File: config.mk
export PLATFORM = sky130hd
export DESIGN_NAME = mac_ctrl_flat
export DESIGN_NICKNAME = d
export VERILOG_FILES = /design/src/rtl/mac_pkg.sv /design/src/rtl/mac_ctrl_if.sv /design/src/rtl/tag_delay.sv /design/src/rtl/mac_ctrl.sv /design/src/flat_wrapper.sv
export SDC_FILE = /design/constraint.sdc
export NUM_CORES = 1
export LEC_CHECK = 0
export CAP_MARGIN = 20
export CORE_ASPECT_RATIO = 1.1
export CORE_MARGIN = 2
export CORE_UTILIZATION = 43
export DETAILED_ROUTE_END_ITERATION = 7
export GPL_TIMING_DRIVEN = 1
export PLACE_DENSITY = 0.81
export SYNTH_ARGS = -nofsm -noshare
export SYNTH_HDL_FRONTEND = slang
export SYNTH_SLANG_ARGS = --single-unit
File: constraint.sdc
create_clock -name clk -period 3.2 [get_ports clk]
set_input_delay 0.64 -clock clk [delete_from_list [all_inputs] [get_ports clk]]
set_output_delay 0.64 -clock clk [all_outputs]
set_load 0.03 [all_outputs]
File: src/rtl/mac_pkg.sv
// Shared widths, FSM state type and lane-extraction helper for the MAC
// operand sequencer.
package mac_pkg;

  localparam int DATA_W = 16;
  localparam int PROD_W = 32;
  localparam int MAC_W  = 34;
  localparam int ACC_W  = 40;
  localparam int LANES  = 4;

  typedef enum logic [1:0] {
    ST_IDLE  = 2'd0,
    ST_FETCH = 2'd1,
    ST_DRAIN = 2'd2,
    ST_OUT   = 2'd3
  } mac_ctrl_state_t;

  // Lane 0 sits in the least significant 16 bits of a packed buffer word.
  function automatic logic [DATA_W-1:0] lane_of(input logic [LANES*DATA_W-1:0] word,
                                                input int                        idx);
    return word[idx*DATA_W +: DATA_W];
  endfunction

endpackage

File: src/rtl/mac_ctrl_if.sv
// Output-word valid/ready channel between mac_ctrl (master) and the output
// writer (slave).
interface mac_ctrl_if;
  import mac_pkg::*;

  logic             out_valid;
  logic             out_ready;
  logic [ACC_W-1:0] out_data;

  modport master (output out_valid, output out_data, input out_ready);
  modport slave  (input out_valid, input out_data, output out_ready);

endinterface

File: src/rtl/tag_delay.sv
// Fixed-depth 1-bit shift register with synchronous clear; exposes the first
// stage and the exit stage of the issue-tag pipeline.
module tag_delay #(
  parameter int DEPTH = 6
) (
  input  logic clk,
  input  logic clr,
  input  logic din,
  output logic first_o,
  output logic last_o
);

  logic [DEPTH-1:0] sr_q;
  logic [DEPTH-1:0] sr_d;

  // Shift the new tag in at stage 1 every cycle.
  always_comb begin
    sr_d = {sr_q[DEPTH-2:0], din};
  end

  // Tag register with synchronous clear.
  always_ff @(posedge clk) begin
    if (clr) begin
      sr_q <= {DEPTH{1'b0}};
    end else begin
      sr_q <= sr_d;
    end
  end

  assign first_o = sr_q[0];
  assign last_o  = sr_q[DEPTH-1];

endmodule

File: src/rtl/mac_ctrl.sv
// Operand sequencer and result collector for the 4-lane MAC: streams N_GROUPS
// operand groups, accumulates the matching results and offers one 40-bit sum.
module mac_ctrl
  import mac_pkg::*;
#(
  parameter int N_GROUPS = 4,
  parameter int MAC_LAT  = 4,
  parameter int ADDR_W   = 8
) (
  input  logic                    clk,
  input  logic                    rst,
  input  logic                    start,
  input  logic [ADDR_W-1:0]       ifm_base,
  input  logic [ADDR_W-1:0]       w_base,
  output logic                    busy,
  output logic                    done,
  output logic [ADDR_W-1:0]       ifm_addr,
  input  logic [LANES*DATA_W-1:0] ifm_rdata,
  output logic [ADDR_W-1:0]       w_addr,
  input  logic [LANES*DATA_W-1:0] w_rdata,
  output logic [DATA_W-1:0]       mac_ifm_0,
  output logic [DATA_W-1:0]       mac_ifm_1,
  output logic [DATA_W-1:0]       mac_ifm_2,
  output logic [DATA_W-1:0]       mac_ifm_3,
  output logic [DATA_W-1:0]       mac_w_0,
  output logic [DATA_W-1:0]       mac_w_1,
  output logic [DATA_W-1:0]       mac_w_2,
  output logic [DATA_W-1:0]       mac_w_3,
  input  logic [MAC_W-1:0]        mac_result,
  mac_ctrl_if.master              out_if
);

  localparam int TAG_DEPTH = 2 + MAC_LAT;
  localparam int CNT_W     = 7;
  localparam logic [CNT_W-1:0] LAST_GRP = CNT_W'(N_GROUPS - 1);

  mac_ctrl_state_t state_q, state_d;

  logic [ADDR_W-1:0] ifm_addr_q, ifm_addr_d;
  logic [ADDR_W-1:0] w_addr_q, w_addr_d;
  logic [CNT_W-1:0]  fetch_cnt_q, fetch_cnt_d;
  logic [CNT_W-1:0]  res_cnt_q, res_cnt_d;
  logic [ACC_W-1:0]  acc_q, acc_d;
  logic              busy_q, busy_d;
  logic              done_q, done_d;
  logic              out_valid_q, out_valid_d;

  logic [LANES-1:0][DATA_W-1:0] ifm_op_q, ifm_op_d;
  logic [LANES-1:0][DATA_W-1:0] w_op_q, w_op_d;

  logic tag_in_s;
  logic tag_rd_s;
  logic tag_res_s;

  assign tag_in_s = (state_q == ST_FETCH);

  // Stage 1 marks returning buffer data; the exit stage marks a valid MAC result.
  tag_delay #(
    .DEPTH (TAG_DEPTH)
  ) u_tag_delay (
    .clk     (clk),
    .clr     (rst),
    .din     (tag_in_s),
    .first_o (tag_rd_s),
    .last_o  (tag_res_s)
  );

  // Next-state, address, operand and accumulator logic.
  always_comb begin
    state_d     = state_q;
    ifm_addr_d  = ifm_addr_q;
    w_addr_d    = w_addr_q;
    fetch_cnt_d = fetch_cnt_q;
    res_cnt_d   = res_cnt_q;
    acc_d       = acc_q;
    done_d      = 1'b0;

    // Operands are zero unless buffer data for an issued group is arriving.
    for (int l = 0; l < LANES; l++) begin
      if (tag_rd_s) begin
        ifm_op_d[l] = lane_of(ifm_rdata, l);
        w_op_d[l]   = lane_of(w_rdata, l);
      end else begin
        ifm_op_d[l] = {DATA_W{1'b0}};
        w_op_d[l]   = {DATA_W{1'b0}};
      end
    end

    if (tag_res_s) begin
      acc_d     = acc_q + {{(ACC_W-MAC_W){1'b0}}, mac_result};
      res_cnt_d = res_cnt_q + 7'd1;
    end else begin
      acc_d     = acc_q;
      res_cnt_d = res_cnt_q;
    end

    case (state_q)
      ST_IDLE: begin
        if (start) begin
          state_d     = ST_FETCH;
          ifm_addr_d  = ifm_base;
          w_addr_d    = w_base;
          fetch_cnt_d = {CNT_W{1'b0}};
          res_cnt_d   = {CNT_W{1'b0}};
          acc_d       = {ACC_W{1'b0}};
        end else begin
          state_d = ST_IDLE;
        end
      end
      ST_FETCH: begin
        if (fetch_cnt_q == LAST_GRP) begin
          state_d = ST_DRAIN;
        end else begin
          fetch_cnt_d = fetch_cnt_q + 7'd1;
          ifm_addr_d  = ifm_addr_q + ADDR_W'(1);
          w_addr_d    = w_addr_q + ADDR_W'(1);
        end
      end
      ST_DRAIN: begin
        if (tag_res_s && (res_cnt_q == LAST_GRP)) begin
          state_d = ST_OUT;
        end else begin
          state_d = ST_DRAIN;
        end
      end
      ST_OUT: begin
        if (out_valid_q && out_if.out_ready) begin
          state_d = ST_IDLE;
          done_d  = 1'b1;
        end else begin
          state_d = ST_OUT;
        end
      end
      default: begin
        state_d = ST_IDLE;
      end
    endcase

    busy_d      = (state_d != ST_IDLE);
    out_valid_d = (state_d == ST_OUT);
  end

  // Control, datapath and output registers.
  always_ff @(posedge clk) begin
    if (rst) begin
      state_q     <= ST_IDLE;
      ifm_addr_q  <= {ADDR_W{1'b0}};
      w_addr_q    <= {ADDR_W{1'b0}};
      fetch_cnt_q <= {CNT_W{1'b0}};
      res_cnt_q   <= {CNT_W{1'b0}};
      acc_q       <= {ACC_W{1'b0}};
      busy_q      <= 1'b0;
      done_q      <= 1'b0;
      out_valid_q <= 1'b0;
      ifm_op_q    <= {(LANES*DATA_W){1'b0}};
      w_op_q      <= {(LANES*DATA_W){1'b0}};
    end else begin
      state_q     <= state_d;
      ifm_addr_q  <= ifm_addr_d;
      w_addr_q    <= w_addr_d;
      fetch_cnt_q <= fetch_cnt_d;
      res_cnt_q   <= res_cnt_d;
      acc_q       <= acc_d;
      busy_q      <= busy_d;
      done_q      <= done_d;
      out_valid_q <= out_valid_d;
      ifm_op_q    <= ifm_op_d;
      w_op_q      <= w_op_d;
    end
  end

  assign busy     = busy_q;
  assign done     = done_q;
  assign ifm_addr = ifm_addr_q;
  assign w_addr   = w_addr_q;

  assign mac_ifm_0 = ifm_op_q[0];
  assign mac_ifm_1 = ifm_op_q[1];
  assign mac_ifm_2 = ifm_op_q[2];
  assign mac_ifm_3 = ifm_op_q[3];
  assign mac_w_0   = w_op_q[0];
  assign mac_w_1   = w_op_q[1];
  assign mac_w_2   = w_op_q[2];
  assign mac_w_3   = w_op_q[3];

  assign out_if.out_valid = out_valid_q;
  assign out_if.out_data  = acc_q;

endmodule

File: src/flat_wrapper.sv
// flat-port wrapper written by rule: the top's interface ports become plain ports
module mac_ctrl_flat import mac_pkg::*;
#(
  parameter int N_GROUPS = 4,
  parameter int MAC_LAT  = 4,
  parameter int ADDR_W   = 8
)
  (clk, rst, start, ifm_base, w_base, busy, done, ifm_addr, ifm_rdata, w_addr, w_rdata, mac_ifm_0, mac_ifm_1, mac_ifm_2, mac_ifm_3, mac_w_0, mac_w_1, mac_w_2, mac_w_3, mac_result, out_if_out_valid, out_if_out_data, out_if_out_ready);
  mac_ctrl_if out_if_i ();
  input  logic clk;
  input  logic rst;
  input  logic start;
  input  logic [ADDR_W-1:0] ifm_base;
  input  logic [ADDR_W-1:0] w_base;
  output logic busy;
  output logic done;
  output logic [ADDR_W-1:0] ifm_addr;
  input  logic [LANES*DATA_W-1:0] ifm_rdata;
  output logic [ADDR_W-1:0] w_addr;
  input  logic [LANES*DATA_W-1:0] w_rdata;
  output logic [DATA_W-1:0] mac_ifm_0;
  output logic [DATA_W-1:0] mac_ifm_1;
  output logic [DATA_W-1:0] mac_ifm_2;
  output logic [DATA_W-1:0] mac_ifm_3;
  output logic [DATA_W-1:0] mac_w_0;
  output logic [DATA_W-1:0] mac_w_1;
  output logic [DATA_W-1:0] mac_w_2;
  output logic [DATA_W-1:0] mac_w_3;
  input  logic [MAC_W-1:0] mac_result;
  output wire logic [$bits(out_if_i.out_valid)-1:0] out_if_out_valid;
  output wire logic [$bits(out_if_i.out_data)-1:0] out_if_out_data;
  input wire logic [$bits(out_if_i.out_ready)-1:0] out_if_out_ready;
  assign out_if_out_valid = out_if_i.out_valid;
  assign out_if_out_data = out_if_i.out_data;
  assign out_if_i.out_ready = out_if_out_ready;
  mac_ctrl #(.N_GROUPS(N_GROUPS), .MAC_LAT(MAC_LAT), .ADDR_W(ADDR_W)) u_core (.clk(clk), .rst(rst), .start(start), .ifm_base(ifm_base), .w_base(w_base), .busy(busy), .done(done), .ifm_addr(ifm_addr), .ifm_rdata(ifm_rdata), .w_addr(w_addr), .w_rdata(w_rdata), .mac_ifm_0(mac_ifm_0), .mac_ifm_1(mac_ifm_1), .mac_ifm_2(mac_ifm_2), .mac_ifm_3(mac_ifm_3), .mac_w_0(mac_w_0), .mac_w_1(mac_w_1), .mac_w_2(mac_w_2), .mac_w_3(mac_w_3), .mac_result(mac_result), .out_if(out_if_i));
endmodule
[Word-level counts from Yosys, hierarchy flattened]
Index checks and enable logic that the tools add are counted.
Widths: inputs -> output; s select.
Cells by class
  equal/unequal tests: 8
  reduce and logical (&&, ||, !) cells: 8
  mux-type cells: 21
  $add $sub $neg: 5
  bitwise logic cells: 2
Operators with widths (count)
  $mux 40: 3
  $add 40x34->40: 1
  $mux 7: 5
  $mux 8: 4
  $pmux 8 s2: 2
  $add 8x1->8 const B: 2
  $add 7x1->7 const B: 2
  $eq 7x2->1 const B: 2
  $pmux 7 s2: 1
  $pmux 2 s4: 1
  $eq 2x2->1 const B: 3
  $mux 2: 2
  $ne 2x2->1 const B: 2
  $reduce_bool 2->1: 2
  $reduce_or 2->1: 2
  $mux 1: 3
  $reduce_and 3->1: 1
  $eq 2x1->1 const B: 1
  $logic_and 1x1->1: 2
  $logic_not 2->1: 1
  $not 1->1: 2
Storage, ports and cells
  logic and storage cells: 62
  bits in registers: 209

[Depth between registers and ports, before layout]
  depth after elaboration: 5
  gate-level depth with buffers: 10
  depth with buffers taken out: 10

[Cells and area by module]
Synthesis repeated with hierarchy kept, for this count alone.
Second synthesis, totals
  cells, all modules: 924
  area, all modules: 8600.7 um2
By module, submodules not included
  mac_ctrl: seq. area each 4063.9 um2, area each 8443.1 um2, cells each 912, instances 1
  tag_delay: seq. area each 120.1 um2, area each 157.7 um2, cells each 12, instances 1

[Worst setup path after synthesis]
Ideal clock, no wire load.
  path kind: input port to flip-flop
  start point: input mac_result[0]
  end point: register u_core.acc_q[20], in the netlist u_core.out_if.out_data[20]
  slack: 406 ps
  required time: 3069 ps
  path buffers: 0
  stages on the path: 10
  data arrival time: 2663 ps
  cells stage by stage: ha_1 > fa_1 > a211oi_1 > nor2_2 > o21ai_2 > o41ai_4 > or2_2 > a21oi_1 > xor2_1 > o22ai_1
Between the ends
  word-level cells in the longest chain between the ends: 4
Ends and longest elaborated chain
  from (decl): RTL line flat_wrapper.sv:29  | input logic [MAC_W-1:0] mac_result;
  $add 40x34->40 *: RTL line mac_ctrl.sv:90  | acc_d = acc_q + {{(ACC_W-MAC_W){1'b0}}, mac_result};
  $mux 40 *: RTL line mac_ctrl.sv:89  | if (tag_res_s) begin
  $mux 40: RTL line mac_ctrl.sv:99  | if (start) begin
  $mux 40 *: RTL line mac_ctrl.sv:97  | case (state_q)
  to (signal assigned): RTL line mac_ctrl.sv:151  | acc_q <= {ACC_W{1'b0}};
  to (decl): RTL line mac_ctrl.sv:43  | logic [ACC_W-1:0] acc_q, acc_d;
Mark *: on every way between the ends. The rest lies on a longest branch, timed or not.
A chain may end at the register's enable or synchronous reset.

[Worst setup path after layout]
  start point: input mac_result[0]
  end point: register u_core.acc_q[30], in the netlist u_core.out_if.out_data[30]
The elaborated chain is that of the path after synthesis.

==> summary.md <==
| Metric | Value |
|---|---|
| Largest net degree at the start of global routing | `127` |
| Die H | `around 150 um` |
| Top cell type by total area after synthesis | `dfxtp_1` |
| IO Port Bufs | `about 370` |
| Top fanout value on the critical path | `4` |
| Yosys Warn Count | `0` |
| Worst Path Required | `3620 ps` |
| Fin crit period | `just under 3000 ps` |
| Vias in the first global route | `around 8400` |
| Area contributors post-synth | `dfxtp_1, and2_1, ha_1, nor2_1, a21oi_1` |
| CTS Sinks | `209` |
| Share of cells above drive strength 1 | `under 10%` |
| Setup TNS | `0 ps` |
| Dpl cell area | `between 10000 and 15000 um^2` |
| Unrepaired setup endpoints after global routing | `no` |
| Final period utilization | `91.0%` |
| Final setup viols | `0` |
| Vias | `approximately 8400` |
| Max cap viols | `0` |
| Synth Area in Compound Gates | `14.2%` |
| Slew @ Worst Pin | `approximately 830 ps` |
| Rows | `between 50 and 60` |
| Fmax | `~340 MHz` |
| Commonest cells post-synth | `dfxtp_1, and2_1, nor2_1` |
| CP endpoint kind | `flip-flop` |
| Flops & latches, synth | `between 200 and 250` |
| Total setup buffers inserted after CTS | `0` |
| Clock slew at reported path FFs | `60 ps` |
| Post-synthesis simple-gate area fraction | `23.5%` |
| Clock skew | `between 15 and 20 ps` |
| Register area share after synthesis | `48.4%` |
| Synth-to-Final Area Change | `58.5%` |
| Vias per inst | `between 5 and 6` |
| Die area | `about 21000 um^2` |
| WP data arrival | `3340 ps` |
| DR pass1 iterations | `5` |
| Largest family of logic cells by synthesized area | `simple AND/OR/NAND/NOR gates` |
| First-pass GRT wire length | `roughly 46000 um` |
| Most common cell in the netlist | `dfxtp_1` |
| Most common flop cell mapped by yosys | `dfxtp_1` |
| GRT Total Usage | `27.3%` |
| CTS buffer count | `23` |
| Outcome | `finished clean` |
| Min-delay worst type | `reg -> reg` |
| Placed instance count | `1554` |
| Syn_nets | `approximately 1100` |
| Die X | `between 100 and 150 um` |
| Synth Area in XOR/XNOR | `roughly 2.9%` |
| Fraction of synthesized cell area taken by the top area cell type | `between 40% and 50%` |
| Syn_area_per_cell | `between 9 and 10 um^2` |
| Async S/R FF share, synth | `0%` |
| Initial Util | `43.7%` |
| Floorplan Core Area | `around 20000 um^2` |
| Post-route cell area | `13700 um^2` |
| Worst vdd ir | `between 400 and 500 uV` |
| Max-slew violations | `0` |
| DRT iter0 DRCs | `just under 500` |
| R2R Setup Slk | `just over 500 ps` |
| Adder-cell area share of the yosys netlist | `~5.7%` |
| EDFF count, synth | `0` |
| Leakage | `5.58 nW` |
| Root buffer cell | `clkbuf_16` |
| Critical path class | `in -> reg` |
| WL/cell | `roughly 19 um` |
| Clock tree from TritonCTS | `done` |
| Later-pin clock latency in the skew report | `510 ps` |
| Mapped Area | `8640 um^2` |
| Nets | `1549` |
| Total grt overflow | `0` |
| Hold_buf cts | `0` |
| Setup crit start kind | `input pin` |
| Detail Route Antenna Nets | `0` |
| Final GP Congestion | `about 0.96` |
| IO Count | `around 370` |
| Power Total | `0.00612 W` |
| Final WL | `roughly 30000 um` |
| CTS Buffer Depth | `3` |
| DRC viols | `0` |
| Post-synth cell types | `62` |
| Final hold vios | `0` |
| Cell count after synthesis | `923` |
| H-tree Lvls | `1` |
| Pwr dens | `around 450 nW/um^2` |
| Worst slew margin | `between 40% and 50%` |
| Non-filler cells, final | `1597` |
| # resized after CTS | `0` |
| Post-synthesis mux area share | `about 2.8%` |
| Antenna violations before repair | `9` |
| DP Wirelength | `roughly 23000 um` |
cell families after synthesis:
family          after synthesis
simple gates                384
flops                       209
compound gates              184
buf+inv                      54
fa+ha+maj                    39
xor+xnor                     29
mux                          24
cell type report:
type / count / area, um^2
clock inverter: 5 / 78.8
tap: 252 / 315
multi-input combinational: 660 / 4270
clock buffer: 35 / 691
timing repair buffer: 423 / 4110
antenna: 2 / 5.00
sequential: 209 / 4190
fill: 1530 / 6100
inverter: 11 / 41.3
layout by cell type, fill, tap and decap left out, types with 31 or more instances in the layout:
cell	synthesis	routed
nor2_1	77	77
ha_1	38	38
a21oi_1	49	49
clkdlybuf4s50_1	0	368
nand2_1	59	59
buf_4	0	53
and2_1	132	132
o21ai_0	31	31
dfxtp_1	209	208
nand3_1	35	35
worst max-delay path, stage by stage:
cell and delay [ps]:
clkdlybuf4s50_1 460, ha_1 170, fa_1 240, a211oi_1 100
nor2_2 160, o21ai_2 110, o41ai_4 420, o21ai_2 160
o31ai_1 390, mux2_2 380, a21oi_1 110
registers in the layout (all words and copies together) (netlist names), 2 cells and up:
| register | cells |
|---|---|
| u_core.out_if.out_data | 40 |
| u_core.mac_ifm_0 | 16 |
| u_core.mac_ifm_1 | 16 |
| u_core.mac_ifm_2 | 16 |
| u_core.mac_ifm_3 | 16 |
| u_core.mac_w_0 | 16 |
| u_core.mac_w_1 | 16 |
| u_core.mac_w_2 | 16 |
| u_core.mac_w_3 | 16 |
| u_core.ifm_addr | 8 |
| u_core.w_addr | 8 |
| u_core.fetch_cnt_q | 7 |
| u_core.res_cnt_q | 7 |
| u_core.u_tag_delay.sr_q | 6 |
| u_core.state_q | 2 |
metal layers:
layer | track usage [%] | vias to the layer above | part of all wire [%]
li1 | - | 4031 | -
met1 | 31.2 | 3892 | 39
met2 | 46.9 | 371 | 48
met3 | 11.4 | 61 | 10
met4 | 7.50 | 16 | 2.5
met5 | 0 | - | 0.34
where the power goes:
part | switching (W) | internal, W | leakage (nW)
Combinational | 0.000342 | 0.000391 | 3.51
Clock | 0.00105 | 0.00164 | 0.380
Sequential | 0.0000380 | 0.00266 | 1.69
per-stage QoR:
step / util, % / setup slack [ps] / hold WS [ps]
finish: 69.2 / 288 / 434
global route: 69.2 / 184 / 450
CTS: 69.1 / 311 / 438
detailed placement: 65.2 / -205 / 425
global placement: 65.2 / -186 / 416
floorplan: - / 406 / 414
worst paths after layout:
path | start | end | cells past startpoint
worst min-delay path | u_core.u_tag_delay.sr_q[2] | u_core.u_tag_delay.sr_q[3] | 1
worst max register to register | u_core.out_if.out_data[0] | u_core.out_if.out_data[30] | 10
worst max-delay path | mac_result[0] | u_core.out_if.out_data[30] | 11
worst min register to register | u_core.u_tag_delay.sr_q[2] | u_core.u_tag_delay.sr_q[3] | 1
Note: power is estimated with default switching activity, not from simulation.
